### src/rtl/alu_core_if.sv
// alu_core_if: operand/control bundle for the two-stage ALU.
//   master : drives operand buses, operand/op selects, carry-in, decimal
//            enables and the start strobe; receives result and status.
//   slave  : the ALU side (alu_core).
//   Signals: sb_bus/db_bus/adl_bus (8b operands), sb_add/zero_add (A select),
//            db_add/ndb_add/adl_add (B select), sums/ands/eors/ors/srs (op),
//            i_addc (carry / shift-in), daa/dsa (decimal correction),
//            op_start, alu_to_add (8b result), acr/avr/hc (flags), busy, done.
interface alu_core_if;
  logic [7:0] sb_bus;
  logic [7:0] db_bus;
  logic [7:0] adl_bus;
  logic       sb_add;
  logic       zero_add;
  logic       db_add;
  logic       ndb_add;
  logic       adl_add;
  logic       sums;
  logic       ands;
  logic       eors;
  logic       ors;
  logic       srs;
  logic       i_addc;
  logic       daa;
  logic       dsa;
  logic       op_start;
  logic [7:0] alu_to_add;
  logic       acr;
  logic       avr;
  logic       hc;
  logic       busy;
  logic       done;

  modport master (
    output sb_bus, db_bus, adl_bus, sb_add, zero_add, db_add, ndb_add, adl_add,
           sums, ands, eors, ors, srs, i_addc, daa, dsa, op_start,
    input  alu_to_add, acr, avr, hc, busy, done
  );

  modport slave (
    input  sb_bus, db_bus, adl_bus, sb_add, zero_add, db_add, ndb_add, adl_add,
           sums, ands, eors, ors, srs, i_addc, daa, dsa, op_start,
    output alu_to_add, acr, avr, hc, busy, done
  );
endinterface

### src/rtl/alu_core.sv
// alu_core: two-stage 8-bit ALU feeding the adder hold register.
//   Latches operands on a start strobe (IDLE), computes sum/logic/shift with
//   carry, overflow and half-carry in EXEC, optionally applies a decimal
//   correction in ADJ, and pulses done for one cycle with the result.
// Ports:
//   phi_2  : clock, rising edge
//   reset  : asynchronous, active-high; clears state, operands and outputs
//   bus    : alu_core_if.slave (operands, selects, op, flags, busy, done)
module alu_core (
  input  logic        phi_2,
  input  logic        reset,
  alu_core_if.slave   bus
);

  localparam int DATA_W = 8;

  typedef enum logic [1:0] {S_IDLE, S_EXEC, S_ADJ} state_t;
  typedef enum logic [2:0] {OP_NONE, OP_SUM, OP_AND, OP_EOR, OP_OR, OP_SRS} op_t;

  state_t state, state_nxt;

  logic [DATA_W-1:0] a_p0, b_p0;
  op_t               op_p0;
  logic              cin_p0, daa_p0, dsa_p0;

  logic [DATA_W-1:0] res_p1;
  logic              acr_p1, avr_p1, hc_p1, done_p1;

  logic [DATA_W-1:0] a_sel, b_sel;
  op_t               op_sel;

  logic              lat_en, exec_en, adj_en, done_set, adj_needed;

  logic [DATA_W:0]   sum_w;
  logic [DATA_W-1:0] exec_res;
  logic              exec_acr, exec_avr, exec_hc;
  logic [DATA_W-1:0] adj_res;
  logic              adj_acr;

  // Decimal add correction: returns {carry, corrected byte}.
  function automatic logic [DATA_W:0] daa_fix(input logic [DATA_W-1:0] r,
                                              input logic c, input logic h);
    logic [DATA_W-1:0] t;
    logic              co;
    t  = r;
    co = c;
    if (h || (t[3:0] > 4'd9)) t = t + 8'h06;
    if (co || (t[7:4] > 4'd9)) begin
      t  = t + 8'h60;
      co = 1'b1;
    end
    return {co, t};
  endfunction

  // Decimal subtract correction: each nibble wraps on its own, no borrow.
  function automatic logic [DATA_W-1:0] dsa_fix(input logic [DATA_W-1:0] r,
                                                input logic c, input logic h);
    logic [3:0] lo, hi;
    lo = r[3:0];
    hi = r[7:4];
    if (!h) lo = lo - 4'd6;
    if (!c) hi = hi - 4'd6;
    return {hi, lo};
  endfunction

  // Operand / op selection at the start edge; unselected operands hold.
  always_comb begin
    a_sel = a_p0;
    if (bus.sb_add)        a_sel = bus.sb_bus;
    else if (bus.zero_add) a_sel = '0;

    b_sel = b_p0;
    if (bus.db_add)        b_sel = bus.db_bus;
    else if (bus.ndb_add)  b_sel = ~bus.db_bus;
    else if (bus.adl_add)  b_sel = bus.adl_bus;

    op_sel = OP_NONE;
    if (bus.sums)      op_sel = OP_SUM;
    else if (bus.ands) op_sel = OP_AND;
    else if (bus.eors) op_sel = OP_EOR;
    else if (bus.ors)  op_sel = OP_OR;
    else if (bus.srs)  op_sel = OP_SRS;
  end

  // EXEC datapath
  always_comb begin
    sum_w    = {1'b0, a_p0} + {1'b0, b_p0} + {{DATA_W{1'b0}}, cin_p0};
    exec_res = '0;
    exec_acr = 1'b0;
    exec_avr = 1'b0;
    exec_hc  = 1'b0;
    unique case (op_p0)
      OP_SUM: begin
        exec_res = sum_w[DATA_W-1:0];
        exec_acr = sum_w[DATA_W];
        exec_hc  = (5'(a_p0[3:0]) + 5'(b_p0[3:0]) + 5'(cin_p0)) > 5'd15;
        exec_avr = (a_p0[7] == b_p0[7]) && (sum_w[7] != a_p0[7]);
      end
      OP_AND:  exec_res = a_p0 & b_p0;
      OP_EOR:  exec_res = a_p0 ^ b_p0;
      OP_OR:   exec_res = a_p0 | b_p0;
      OP_SRS: begin
        exec_res = {cin_p0, a_p0[7:1]};
        exec_acr = a_p0[0];
      end
      default: ;
    endcase
  end

  // ADJ datapath; decimal add takes precedence when both are latched.
  always_comb begin
    adj_res = res_p1;
    adj_acr = acr_p1;
    if (daa_p0) {adj_acr, adj_res} = daa_fix(res_p1, acr_p1, hc_p1);
    else        adj_res = dsa_fix(res_p1, acr_p1, hc_p1);
  end

  assign adj_needed = (op_p0 == OP_SUM) && (daa_p0 || dsa_p0);

  // FSM: state register
  always_ff @(posedge phi_2 or posedge reset) begin
    if (reset) state <= S_IDLE;
    else       state <= state_nxt;
  end

  // FSM: next state
  always_comb begin
    state_nxt = state;
    unique case (state)
      S_IDLE:  if (bus.op_start) state_nxt = S_EXEC;
      S_EXEC:  state_nxt = adj_needed ? S_ADJ : S_IDLE;
      S_ADJ:   state_nxt = S_IDLE;
      default: state_nxt = S_IDLE;
    endcase
  end

  // FSM: outputs / stage enables
  always_comb begin
    lat_en   = 1'b0;
    exec_en  = 1'b0;
    adj_en   = 1'b0;
    done_set = 1'b0;
    unique case (state)
      S_IDLE: lat_en = bus.op_start;
      S_EXEC: begin
        exec_en  = 1'b1;
        done_set = !adj_needed;
      end
      S_ADJ: begin
        adj_en   = 1'b1;
        done_set = 1'b1;
      end
      default: ;
    endcase
  end

  // Stage p0: operand latch
  always_ff @(posedge phi_2 or posedge reset) begin
    if (reset) begin
      a_p0   <= '0;
      b_p0   <= '0;
      op_p0  <= OP_NONE;
      cin_p0 <= 1'b0;
      daa_p0 <= 1'b0;
      dsa_p0 <= 1'b0;
    end else if (lat_en) begin
      a_p0   <= a_sel;
      b_p0   <= b_sel;
      op_p0  <= op_sel;
      cin_p0 <= bus.i_addc;
      daa_p0 <= bus.daa;
      dsa_p0 <= bus.dsa;
    end
  end

  // Stage p1: result and flags (EXEC writes all, ADJ rewrites result/carry)
  always_ff @(posedge phi_2 or posedge reset) begin
    if (reset) begin
      res_p1  <= '0;
      acr_p1  <= 1'b0;
      avr_p1  <= 1'b0;
      hc_p1   <= 1'b0;
      done_p1 <= 1'b0;
    end else begin
      done_p1 <= done_set;
      if (exec_en) begin
        res_p1 <= exec_res;
        acr_p1 <= exec_acr;
        avr_p1 <= exec_avr;
        hc_p1  <= exec_hc;
      end else if (adj_en) begin
        res_p1 <= adj_res;
        acr_p1 <= adj_acr;
      end
    end
  end

  assign bus.alu_to_add = res_p1;
  assign bus.acr        = acr_p1;
  assign bus.avr        = avr_p1;
  assign bus.hc         = hc_p1;
  assign bus.busy       = (state != S_IDLE);
  assign bus.done       = done_p1;

endmodule

### src/flat_wrapper.sv
// flat-port wrapper written by rule: the top's interface ports become plain ports
module alu_core_flat 
  (phi_2, reset, bus_sb_bus, bus_db_bus, bus_adl_bus, bus_sb_add, bus_zero_add, bus_db_add, bus_ndb_add, bus_adl_add, bus_sums, bus_ands, bus_eors, bus_ors, bus_srs, bus_i_addc, bus_daa, bus_dsa, bus_op_start, bus_alu_to_add, bus_acr, bus_avr, bus_hc, bus_busy, bus_done);
  alu_core_if bus_i ();
  input  logic phi_2;
  input  logic reset;
  input wire logic [$bits(bus_i.sb_bus)-1:0] bus_sb_bus;
  input wire logic [$bits(bus_i.db_bus)-1:0] bus_db_bus;
  input wire logic [$bits(bus_i.adl_bus)-1:0] bus_adl_bus;
  input wire logic [$bits(bus_i.sb_add)-1:0] bus_sb_add;
  input wire logic [$bits(bus_i.zero_add)-1:0] bus_zero_add;
  input wire logic [$bits(bus_i.db_add)-1:0] bus_db_add;
  input wire logic [$bits(bus_i.ndb_add)-1:0] bus_ndb_add;
  input wire logic [$bits(bus_i.adl_add)-1:0] bus_adl_add;
  input wire logic [$bits(bus_i.sums)-1:0] bus_sums;
  input wire logic [$bits(bus_i.ands)-1:0] bus_ands;
  input wire logic [$bits(bus_i.eors)-1:0] bus_eors;
  input wire logic [$bits(bus_i.ors)-1:0] bus_ors;
  input wire logic [$bits(bus_i.srs)-1:0] bus_srs;
  input wire logic [$bits(bus_i.i_addc)-1:0] bus_i_addc;
  input wire logic [$bits(bus_i.daa)-1:0] bus_daa;
  input wire logic [$bits(bus_i.dsa)-1:0] bus_dsa;
  input wire logic [$bits(bus_i.op_start)-1:0] bus_op_start;
  output wire logic [$bits(bus_i.alu_to_add)-1:0] bus_alu_to_add;
  output wire logic [$bits(bus_i.acr)-1:0] bus_acr;
  output wire logic [$bits(bus_i.avr)-1:0] bus_avr;
  output wire logic [$bits(bus_i.hc)-1:0] bus_hc;
  output wire logic [$bits(bus_i.busy)-1:0] bus_busy;
  output wire logic [$bits(bus_i.done)-1:0] bus_done;
  assign bus_i.sb_bus = bus_sb_bus;
  assign bus_i.db_bus = bus_db_bus;
  assign bus_i.adl_bus = bus_adl_bus;
  assign bus_i.sb_add = bus_sb_add;
  assign bus_i.zero_add = bus_zero_add;
  assign bus_i.db_add = bus_db_add;
  assign bus_i.ndb_add = bus_ndb_add;
  assign bus_i.adl_add = bus_adl_add;
  assign bus_i.sums = bus_sums;
  assign bus_i.ands = bus_ands;
  assign bus_i.eors = bus_eors;
  assign bus_i.ors = bus_ors;
  assign bus_i.srs = bus_srs;
  assign bus_i.i_addc = bus_i_addc;
  assign bus_i.daa = bus_daa;
  assign bus_i.dsa = bus_dsa;
  assign bus_i.op_start = bus_op_start;
  assign bus_alu_to_add = bus_i.alu_to_add;
  assign bus_acr = bus_i.acr;
  assign bus_avr = bus_i.avr;
  assign bus_hc = bus_i.hc;
  assign bus_busy = bus_i.busy;
  assign bus_done = bus_i.done;
  alu_core u_core (.phi_2(phi_2), .reset(reset), .bus(bus_i));
endmodule
### config.mk
export PLATFORM = sky130hd
export DESIGN_NAME = alu_core_flat
export DESIGN_NICKNAME = d
export VERILOG_FILES = /design/src/rtl/alu_core_if.sv /design/src/rtl/alu_core.sv /design/src/flat_wrapper.sv
export SDC_FILE = /design/constraint.sdc
export NUM_CORES = 1
export LEC_CHECK = 0
export CAP_MARGIN = 20
export CORE_UTILIZATION = 53
export DETAILED_ROUTE_END_ITERATION = 8
export MAX_ROUTING_LAYER = met4
export PLACE_DENSITY_LB_ADDON = 0.2
export SLEW_MARGIN = 5
export SYNTH_ARGS = -nofsm -noshare
export SYNTH_HDL_FRONTEND = slang
export SYNTH_SLANG_ARGS = --single-unit
### constraint.sdc
create_clock -name phi_2 -period 2.21 [get_ports phi_2]
set_input_delay 0.221 -clock phi_2 [delete_from_list [all_inputs] [get_ports phi_2]]
set_output_delay 0.221 -clock phi_2 [all_outputs]
set_load 0.02 [all_outputs]
==> results.json, run 1 <==
{
  "antenna_found_initial": 0,
  "dpl.hpwl_um": 5430,
  "initial_core_util_pct": 56.2,
  "port_buffers": 52,
  "path_class": "register to register",
  "cts_tree": "done",
  "fmax_mhz": 465,
  "final_hold_viol_count": 0,
  "leakage_nw": 1.68,
  "synthTopCellsByCount": "inv_1 (37), dfrtp_1 (36), o21ai_0 (30)",
  "cts_root_buf": "clkbuf_8",
  "die_w_um": 76.3,
  "synth_cell_type_count": 57,
  "ctsHoldBuffers": 0,
  "vias": 2783,
  "cts_made_buffers": 5,
  "antenna_left": 0,
  "seqPwrFrac_pct": 24.9,
  "path_max_fanout": 5,
  "synth-edff-count": 0,
  "finish.utilization_pct": 72.4,
  "ys_top_cells_by_area": "dfrtp_1 (31%), ha_1 (9.8%), o21ai_0 (5.1%)",
  "routed_via_density": 5.75,
  "routed_wl_um": 7150,
  "synth_most_common_cell": "inv_1",
  "synthCells": 348,
  "area.growth.synth_to_final_pct": 28.8,
  "endpoint_kind": "register",
  "worstMarginPinSlew_ns": 0.712,
  "power.total_mw": 5.67,
  "hp-class": "primary input to asynchronous set/reset pin",
  "grt_setup_unrepaired": "true",
  "avgSynthCellArea_um2": 8.41,
  "synth_seq_area_share_pct": 30.8,
  "max_stage_delay_ns": 0.40,
  "drt-pass1-iter-count": 4,
  "crit_required_ns": 2.42,
  "clk_latency_ns": 0.29,
  "numClockSinks": 36,
  "io_pins": 53,
  "cp_slowest_cell": "dfrtp_1",
  "power_frac_comb_pct": 66.2,
  "grt_pass1_wl_um": 12000,
  "grt_max_degree": 37,
  "core_um2": 5200,
  "reg2reg_from": "u_core.b_p0[4]$_DFFE_PP0P_",
  "ir_worst_vdd_uv": 634,
  "grt_pass1_vias": 2603,
  "diodes": 0,
  "synthDominantCellAreaShare_pct": 30.8,
  "cts_buffer_depth": 2,
  "synth_nets": 413,
  "path_clk_slew_ns": 0.07,
  "drive_above_1_share_pct": 11.8,
  "grt-ovfl-total": 0,
  "path_cells": "inv_1 > ha_2 > and3_1 > a221o_1 > o41ai_4 > xnor2_1 > nand3b_1 > o211ai_1",
  "yosysWarnings": 0,
  "final.setup.tns_ns": 0,
  "crit_arrival_ns": 2.36,
  "finalCriticalPeriod_ns": 2.15,
  "setup.worst_path.start_class": "register",
  "synthFlopType": "dfrtp_1",
  "power.internal_mw": 3.04,
  "clkPwrFrac_pct": 8.9,
  "grt_usage_pct": 26.7,
  "floorplan.rows": 26,
  "startpoint": "u_core.b_p0[4]$_DFFE_PP0P_",
  "p_sw_share_pct": 46.3,
  "wl_per_cell_um": 14.8,
  "fp.dieH_um": 76.3,
  "layout.nets": 479,
  "synth_area_um2": 2930,
  "slew_viol_final": 0,
  "min_period_over_period_pct": 97.3,
  "cts_max_level": 2,
  "status": "finished, final reports clean",
  "skew_ns": 0.00355,
  "route.detailed.drc": 0,
  "async_flop_share_pct": 100,
  "dieArea_um2": 5820,
  "cellPowerDensity_nw_per_um2": 1500,
  "slew_headroom_pct": 52.3,
  "maxCapViolations": 0,
  "gp_congestion": 0.859,
  "synth.ff_latch_count": 36,
  "drt_iter0_drc": 135,
  "final-setup-viol-count": 0,
  "yosys.area.top_type": "dfrtp_1",
  "switchingPower_mw": 2.62
}
## state kept, by name, indices dropped and copies added, names as in the netlist
| register | count |
|---|---|
| u_core.a_p0 | 8 |
| u_core.b_p0 | 8 |
| u_core.bus.acr | 1 |
| u_core.bus.alu_to_add | 8 |
| u_core.bus.avr | 1 |
| u_core.bus.done | 1 |
| u_core.bus.hc | 1 |
| u_core.cin_p0 | 1 |
| u_core.daa_p0 | 1 |
| u_core.dsa_p0 | 1 |
| u_core.op_p0 | 3 |
| u_core.state | 2 |
## power groups by stage
stage	clock network, mW	registers [mW]	logic [mW]
5_1_grt	0.546	1.46	4.18
3_3_place_gp	0	1.40	3.43
2_1_floorplan	0	1.34	2.49
4_1_cts	0.520	1.40	3.56
3_5_place_dp	0	1.42	3.53
6_report	0.505	1.41	3.75
## path summary, 6_finish.rpt
check | endpoint | slack, ns | cells past startpoint
max | u_core.bus.alu_to_add[7]$_DFFE_PP0P_ | 0.06 | 8
min | u_core.a_p0[6]$_DFFE_PP0P_ | 0.34 | 3
max reg2reg | u_core.bus.alu_to_add[7]$_DFFE_PP0P_ | 0.06 | 8
min reg2reg | u_core.bus.alu_to_add[0]$_DFFE_PP0P_ | 0.49 | 1
max in group asynchronous | u_core.bus.alu_to_add[1]$_DFFE_PP0P_ | 1.55 | 3
min in group phi_2 | u_core.bus.alu_to_add[0]$_DFFE_PP0P_ | 0.49 | 1
## layout make-up
cell class                      count  area (um^2)
Sequential cell                    36          901
Inverter                           37          139
Fill cell                         430         1440
Tap cell                           70         87.6
Timing Repair Buffer               78          716
Multi-Input combinational cell    256         1830
Clock buffer                        7         96.3
## placed cells by master, fill, tap and decap left out, types with 3 or more instances in the layout
| cell | Yosys | layout |
|---|---|---|
| nand2_1 | 26 | 25 |
| inv_1 | 37 | 34 |
| mux2i_1 | 12 | 12 |
| a22o_1 | 9 | 9 |
| dfrtp_1 | 36 | 36 |
| ha_1 | 23 | 22 |
| xnor2_1 | 3 | 3 |
| buf_4 | 0 | 26 |
| nor3_1 | 8 | 8 |
| o21ai_1 | 3 | 3 |
| o21a_1 | 3 | 3 |
| a21boi_0 | 4 | 3 |
| and3_1 | 3 | 3 |
| o21ai_0 | 30 | 30 |
| nor2_1 | 27 | 27 |
| o221ai_1 | 6 | 6 |
| or3_1 | 3 | 3 |
| clkbuf_8 | 0 | 7 |
| nand3_1 | 4 | 4 |
| inv_2 | 0 | 3 |
| clkdlybuf4s50_1 | 0 | 52 |
| a31oi_1 | 3 | 3 |
| o211ai_1 | 12 | 12 |
| mux2_2 | 5 | 5 |
| a21oi_1 | 20 | 20 |
| nor2b_1 | 5 | 5 |
| o2111ai_1 | 3 | 3 |
| nand2b_1 | 4 | 4 |
| a211oi_1 | 3 | 3 |
## critical path: cells and delay by family, from the launching register on
kind	cells	cell delay, ns
flops	1	0.40
xor+xnor	1	0.18
buf+inv	1	0.10
simple gates	2	0.29
fa+ha+maj	1	0.32
compound gates	3	0.76
## stage by stage
step           setup slack, ns  hold WS, ns  cell area [um^2]  std cells
2_1_floorplan            0.108        0.317              2930        348
3_3_place_gp            0.0784        0.479              3580        467
3_5_place_dp          -0.00261        0.477              3580        467
4_1_cts               0.000436        0.350              3690        475
5_1_grt                -0.0706        0.397              3770        484
6_report                0.0600        0.344              3770        484
## repair_timing
item                       in CTS  in global routing
setup endpoints to repair       1                  7
gates cloned                    0                  0
gates resized for setup         1                  8
buffers inserted                1                  9
pin swaps                       0                  6
## logic make-up (layout without fill, tap and decap cells)
group,Yosys count,after routing,synth area share (%)
XOR/XNOR,7,7,2.35
AO/OA/AOI/OAI,117,117,27.5
flip-flops,36,36,30.8
multiplexers,17,17,6.03
adder cells (fa/ha/maj),25,25,11.2
buffers and inverters,56,122,7.31
AND/OR/NAND/NOR,90,90,14.8
## metal layers
| metal | GRT usage, % | wire [um] | vias up |
|---|---|---|---|
| li1 | - | - | 1390 |
| met1 | 33.8 | 3160 | 1294 |
| met2 | 43.4 | 3540 | 88 |
| met3 | 2.87 | 275 | 11 |
| met4 | 11.2 | 168 | 0 |
| met5 | - | 0 | - |
Note: power is estimated with default switching activity, not from simulation.
==> inputs of run 2 (changes only) <==
PLACE_DENSITY_LB_ADDON = 0.12   (was 0.2)
==> run 2 against run 1 <==
Routed wire length up 4.1%. Sequential cell count unchanged. Power is 0.45% higher. Clock power decreased by 9.3%. Setup slack improved by 0.023 ns. Critical path type unchanged. Highest routed layer unchanged.
==> results.json, run 2 (same netlist as run 1, synthesis figures left out) <==
{
  "status": "finished, final reports clean",
  "cts_max_level": 2,
  "wl_per_cell_um": 15.4,
  "grt_use_met2_pct": 42.6,
  "p_sw_share_pct": 47.0,
  "seq_area_um2": 901,
  "fmax_mhz": 470,
  "grt_pass1_wl_um": 12100,
  "clk_latency_ns": 0.30,
  "path_clk_slew_ns": 0.07,
  "endpoint_kind": "register",
  "io_pins": 53,
  "die_w_um": 76.3,
  "setup.worst_path.start_class": "register",
  "diodes": 0,
  "path_max_fanout": 3,
  "ir_worst_vdd_uv": 1210,
  "slew_headroom_pct": 50.1,
  "slew_viol_final": 0,
  "min_period_over_period_pct": 96.3,
  "critPathBufInv": 0,
  "clkPwrFrac_pct": 8.0,
  "cellPowerDensity_nw_per_um2": 1510,
  "cts_root_buf": "clkbuf_8",
  "seqPwrFrac_pct": 24.5,
  "power.internal_mw": 3.02,
  "worstMarginPinSlew_ns": 0.746,
  "layout_commonest_cell": "clkdlybuf4s50_1",
  "multi_input_area_um2": 1860,
  "drt_iter0_drc": 201,
  "max_stage_delay_ns": 0.41,
  "grt_most_used_layer": "met2",
  "port_buffers": 52,
  "grt_setup_unrepaired": "true",
  "final_hold_viol_count": 0,
  "path_delay_family": "compound AO/OA/AOI/OAI gates",
  "dieArea_um2": 5820,
  "floorplan.rows": 26,
  "maxCapViolations": 0,
  "dpl.hpwl_um": 5750,
  "final-setup-viol-count": 0,
  "antenna_left": 0,
  "grt_pass1_vias": 2610,
  "crit_required_ns": 2.38,
  "core_um2": 5200,
  "path_class": "register to register",
  "crit_arrival_ns": 2.30,
  "grt_max_degree": 37,
  "initial_core_util_pct": 56.2,
  "leakage_nw": 1.67,
  "routed_wl_um": 7440,
  "skew_ns": 0.00533,
  "met1_usage_pct": 34.7,
  "grt-ovfl-total": 0,
  "final.setup.tns_ns": 0,
  "gp_congestion": 0.952,
  "finish.utilization_pct": 72.5,
  "grt_usage_pct": 26.8,
  "vias": 2873,
  "path_cells": "fa_2 > a21o_1 > a221o_1 > or3_1 > a31oi_1 > o211ai_1",
  "fillers": 432,
  "ctsHoldBuffers": 0,
  "final_cell_mix": "clkdlybuf4s50_1 (52), dfrtp_1 (36), inv_1 (35)",
  "use_met3_pct": 4.19,
  "drt-pass1-iter-count": 4,
  "power_frac_comb_pct": 67.4,
  "route.detailed.drc": 0,
  "drive_above_1_share_pct": 12.1,
  "cts_made_buffers": 5,
  "antenna_found_initial": 0,
  "fp.dieH_um": 76.3,
  "holdWs_ns": 0.340,
  "finalCriticalPeriod_ns": 2.13,
  "cp_slowest_cell": "dfrtp_1",
  "cts_tree": "done",
  "power.total_mw": 5.69,
  "cts_buffer_depth": 2,
  "switchingPower_mw": 2.67,
  "area.growth.synth_to_final_pct": 29.0,
  "numClockSinks": 36,
  "routed_via_density": 5.94,
  "layout.nets": 479,
  "hp-class": "primary input to asynchronous set/reset pin"
}
run 2: worst paths after layout:
kind                                                           start                                    to  slack, ns  cells after the start
worst min register to register  u_core.bus.alu_to_add[0]$_DFFE_PP0P_  u_core.bus.alu_to_add[0]$_DFFE_PP0P_       0.49                      1
worst min-delay path                                           reset           u_core.state[0]$_DFFE_PP0P_       0.34                      3
min in group phi_2              u_core.bus.alu_to_add[0]$_DFFE_PP0P_  u_core.bus.alu_to_add[0]$_DFFE_PP0P_       0.49                      1
worst max register to register             u_core.cin_p0$_DFFE_PP0P_  u_core.bus.alu_to_add[5]$_DFFE_PP0P_       0.08                      6
max in group asynchronous                                      reset  u_core.bus.alu_to_add[3]$_DFFE_PP0P_       1.52                      3
worst max-delay path                       u_core.cin_p0$_DFFE_PP0P_  u_core.bus.alu_to_add[5]$_DFFE_PP0P_       0.08                      6
run 2: per-stage QoR:
| stage | setup slack, ns | cell area, um^2 | std cells |
|---|---|---|---|
| finish | 0.0828 | 3780 | 484 |
| global route | -0.0158 | 3780 | 484 |
| CTS | 0.00832 | 3690 | 479 |
| detailed placement | 0.00704 | 3610 | 471 |
| global placement | 0.0941 | 3610 | 471 |
| floorplan | 0.108 | 2930 | 348 |
run 2: repair_timing:
item	4_1_cts	5_1_grt
setup buffers	1	5
gates cloned	0	0
gates resized for setup	0	10
pin swaps	0	5
setup endpoints to repair	1	7
run 2: final cells by class:
type | count | share of cell area, %
inverter | 37 | 3.68
sequential | 36 | 23.9
clock buffer | 6 | 1.92
multi-input combinational | 256 | 49.1
tap | 70 | 2.32
timing repair buffer | 78 | 19.0
clock inverter | 1 | 0.133
run 2: power by group through the flow:
stage | Clock, mW | Sequential (mW) | Combinational [mW]
global route | 0.498 | 1.44 | 4.25
floorplan | 0 | 1.34 | 2.49
finish | 0.458 | 1.40 | 3.84
CTS | 0.465 | 1.40 | 3.65
global placement | 0 | 1.38 | 3.52
detailed placement | 0 | 1.41 | 3.62
run 2: worst reg2reg max path, stage by stage, from the launching register on:
cell and delay (ns):
dfrtp_1 0.41, fa_2 0.41, a21o_1 0.18, a221o_1 0.35
or3_1 0.33, a31oi_1 0.22, o211ai_1 0.11
run 2: metal layers:
layer	routed length (um)	up-vias
met5	0	-
met4	155	0
met1	3340	1391
li1	-	1389
met2	3600	78
met3	351	15
==> inputs of run 3 (changes only) <==
CELL_PAD_IN_SITES_DETAIL_PLACEMENT = 1   (was unset)
CELL_PAD_IN_SITES_GLOBAL_PLACEMENT = 1   (was unset)
CORE_UTILIZATION = 40   (was 53)
==> run 3 against run 2 <==
Clock skew decreased by 0.0021 ns. Largest cell class unchanged. Final cell count increased by 6.0%. Die area increased by 32%.
==> results.json, run 3 (same netlist as run 1, synthesis figures left out) <==
{
  "status": "finished, final reports clean",
  "crit_top_cell": "fa_2",
  "worst_slack_ns": 0.0312,
  "grt-ovfl-total": 0,
  "path_depth": 9,
  "worstMarginPinSlew_ns": 0.701,
  "routed_via_density": 5.57,
  "seqPwrFrac_pct": 24.1,
  "rr_endpoint": "u_core.bus.alu_to_add[4]$_DFFE_PP0P_",
  "antenna_found_initial": 0,
  "diodes": 0,
  "rr_worst_depth": 9,
  "grt_usage_pct": 22.5,
  "cts_made_buffers": 5,
  "cts_tree": "done",
  "port_buffers": 52,
  "slew_headroom_pct": 53.1,
  "layout.nets": 481,
  "fillers": 834,
  "vias": 2857,
  "drt_iter0_drc": 102,
  "routed_wl_um": 8010,
  "leakage_nw": 1.68,
  "fmax_mhz": 459,
  "max_stage_delay_ns": 0.41,
  "final-setup-viol-count": 0,
  "clkPwrFrac_pct": 8.5,
  "grt_setup_unrepaired": "true",
  "dpl_worst_slack_ns": -0.00510,
  "path_delay_family": "compound AO/OA/AOI/OAI gates",
  "drt-pass1-iter-count": 4,
  "core_um2": 6940,
  "power.internal_mw": 3.02,
  "layout_commonest_cell": "clkdlybuf4s50_1",
  "clk_latency_ns": 0.28,
  "fp.dieH_um": 87.5,
  "dieArea_um2": 7660,
  "cellPowerDensity_nw_per_um2": 1510,
  "rrSetupSlack_ns": 0.03,
  "setup.worst_path.start_class": "register",
  "gp_congestion": 0.845,
  "path_clk_slew_ns": 0.07,
  "grt_pass1_vias": 2755,
  "cts_max_level": 2,
  "skew_ns": 0.00322,
  "initial_core_util_pct": 42.1,
  "min_period_over_period_pct": 98.6,
  "reg2reg_from": "u_core.cin_p0$_DFFE_PP0P_",
  "path_max_fanout": 3,
  "grt_max_degree": 37,
  "floorplan.rows": 30,
  "antenna_left": 0,
  "drive_above_1_share_pct": 11.3,
  "p_sw_share_pct": 47.3,
  "die_w_um": 87.5,
  "area.growth.synth_to_final_pct": 29.9,
  "place_area_um2": 3650,
  "maxCapViolations": 0,
  "numClockSinks": 36,
  "ctsHoldBuffers": 0,
  "stdcell_area_um2": 3800,
  "grt_pass1_wl_um": 13000,
  "startpoint": "u_core.cin_p0$_DFFE_PP0P_",
  "endpoint_kind": "register",
  "crit_required_ns": 2.38,
  "wl_per_cell_um": 15.6,
  "path_class": "register to register",
  "switchingPower_mw": 2.71,
  "ir_worst_vdd_uv": 467,
  "hp-class": "primary input to asynchronous set/reset pin",
  "final_hold_viol_count": 0,
  "power_frac_comb_pct": 67.4,
  "dpl.hpwl_um": 6270,
  "holdWs_ns": 0.350,
  "finalCriticalPeriod_ns": 2.18,
  "critPathBufInv": 1,
  "io_pins": 53,
  "final_cell_mix": "clkdlybuf4s50_1 (52), inv_1 (36), dfrtp_1 (36)",
  "cts_buffer_depth": 2,
  "path_cells": "fa_2 > inv_2 > fa_2 > nor2b_1 > o21a_1 > o21bai_1 > xor2_1 > o221ai_1 > a22o_1",
  "crit_arrival_ns": 2.35,
  "cp_slowest_cell": "dfrtp_1",
  "route.detailed.drc": 0,
  "slew_viol_final": 0,
  "cts_root_buf": "clkbuf_8"
}
-- run 3: cell types whose count changed in the layout (fill, tap and decap cells not counted), sizes merged --
| cell | before | now |
|---|---|---|
| clkbuf | 6 | 8 |
| buf | 26 | 28 |
| clkinv | 1 | 0 |
-- run 3: power groups by stage --
| stage | Sequential [mW] | Clock [mW] | Combinational, mW |
|---|---|---|---|
| after floorplan | 1.34 | 0 | 2.49 |
| after CTS | 1.39 | 0.499 | 3.75 |
| after detailed placement | 1.40 | 0 | 3.70 |
| after global placement | 1.38 | 0 | 3.58 |
| after global routing | 1.43 | 0.530 | 4.27 |
| final | 1.38 | 0.488 | 3.86 |
-- run 3: repair_timing --
| item | CTS | global route |
|---|---|---|
| resized for setup | 1 | 4 |
| setup buffers | 1 | 6 |
| setup endpoints to repair | 1 | 7 |
| gates cloned | 0 | 0 |
| pin swaps | 0 | 2 |
-- run 3: worst register-to-register path, cell delays in order (launching register included) --
cell and delay (ns):
dfrtp_1 0.41, fa_2 0.40, inv_2 0.07, fa_2 0.23
nor2b_1 0.05, o21a_1 0.19, o21bai_1 0.17, xor2_1 0.18
o221ai_1 0.14, a22o_1 0.22
-- run 3: how the worst max path moves through the flow --
stage / end / slack (ns)
detailed placement: u_core.bus.alu_to_add[4]$_DFFE_PP0P_ / -0.005
global placement: u_core.bus.avr$_DFFE_PP0P_ / 0.08
CTS: u_core.bus.alu_to_add[4]$_DFFE_PP0P_ / 0.01
floorplan: u_core.bus.alu_to_add[6]$_DFFE_PP0P_ / 0.11
global route: u_core.bus.alu_to_add[4]$_DFFE_PP0P_ / -0.06
finish: u_core.bus.alu_to_add[4]$_DFFE_PP0P_ / 0.03
-- run 3: area by class of cell --
type,instances,area [um^2],share of cell area (%)
sequential,36,901,23.7
inverter,37,139,3.65
timing repair buffer,80,731,19.2
multi-input combinational,256,1820,47.9
clock buffer,8,90.1,2.37
tap,96,120,3.16
-- run 3: metal layers --
| metal | GRT usage, % | vias up | routed length, um |
|---|---|---|---|
| met4 | 7.45 | 0 | 209 |
| li1 | - | 1383 | - |
| met3 | 3.30 | 16 | 179 |
| met2 | 38.0 | 60 | 4010 |
| met5 | - | - | 0 |
| met1 | 27.6 | 1398 | 3610 |
-- run 3: stage by stage --
stage	util (%)	setup TNS (ns)	instances	power, mW
after floorplan	-	0	348	3.83
after global routing	54.8	-0.0664	513	6.22
after detailed placement	52.6	-0.00510	498	5.11
after CTS	54.0	0	507	5.64
final	54.8	0	513	5.73
after global placement	52.6	0	498	4.96
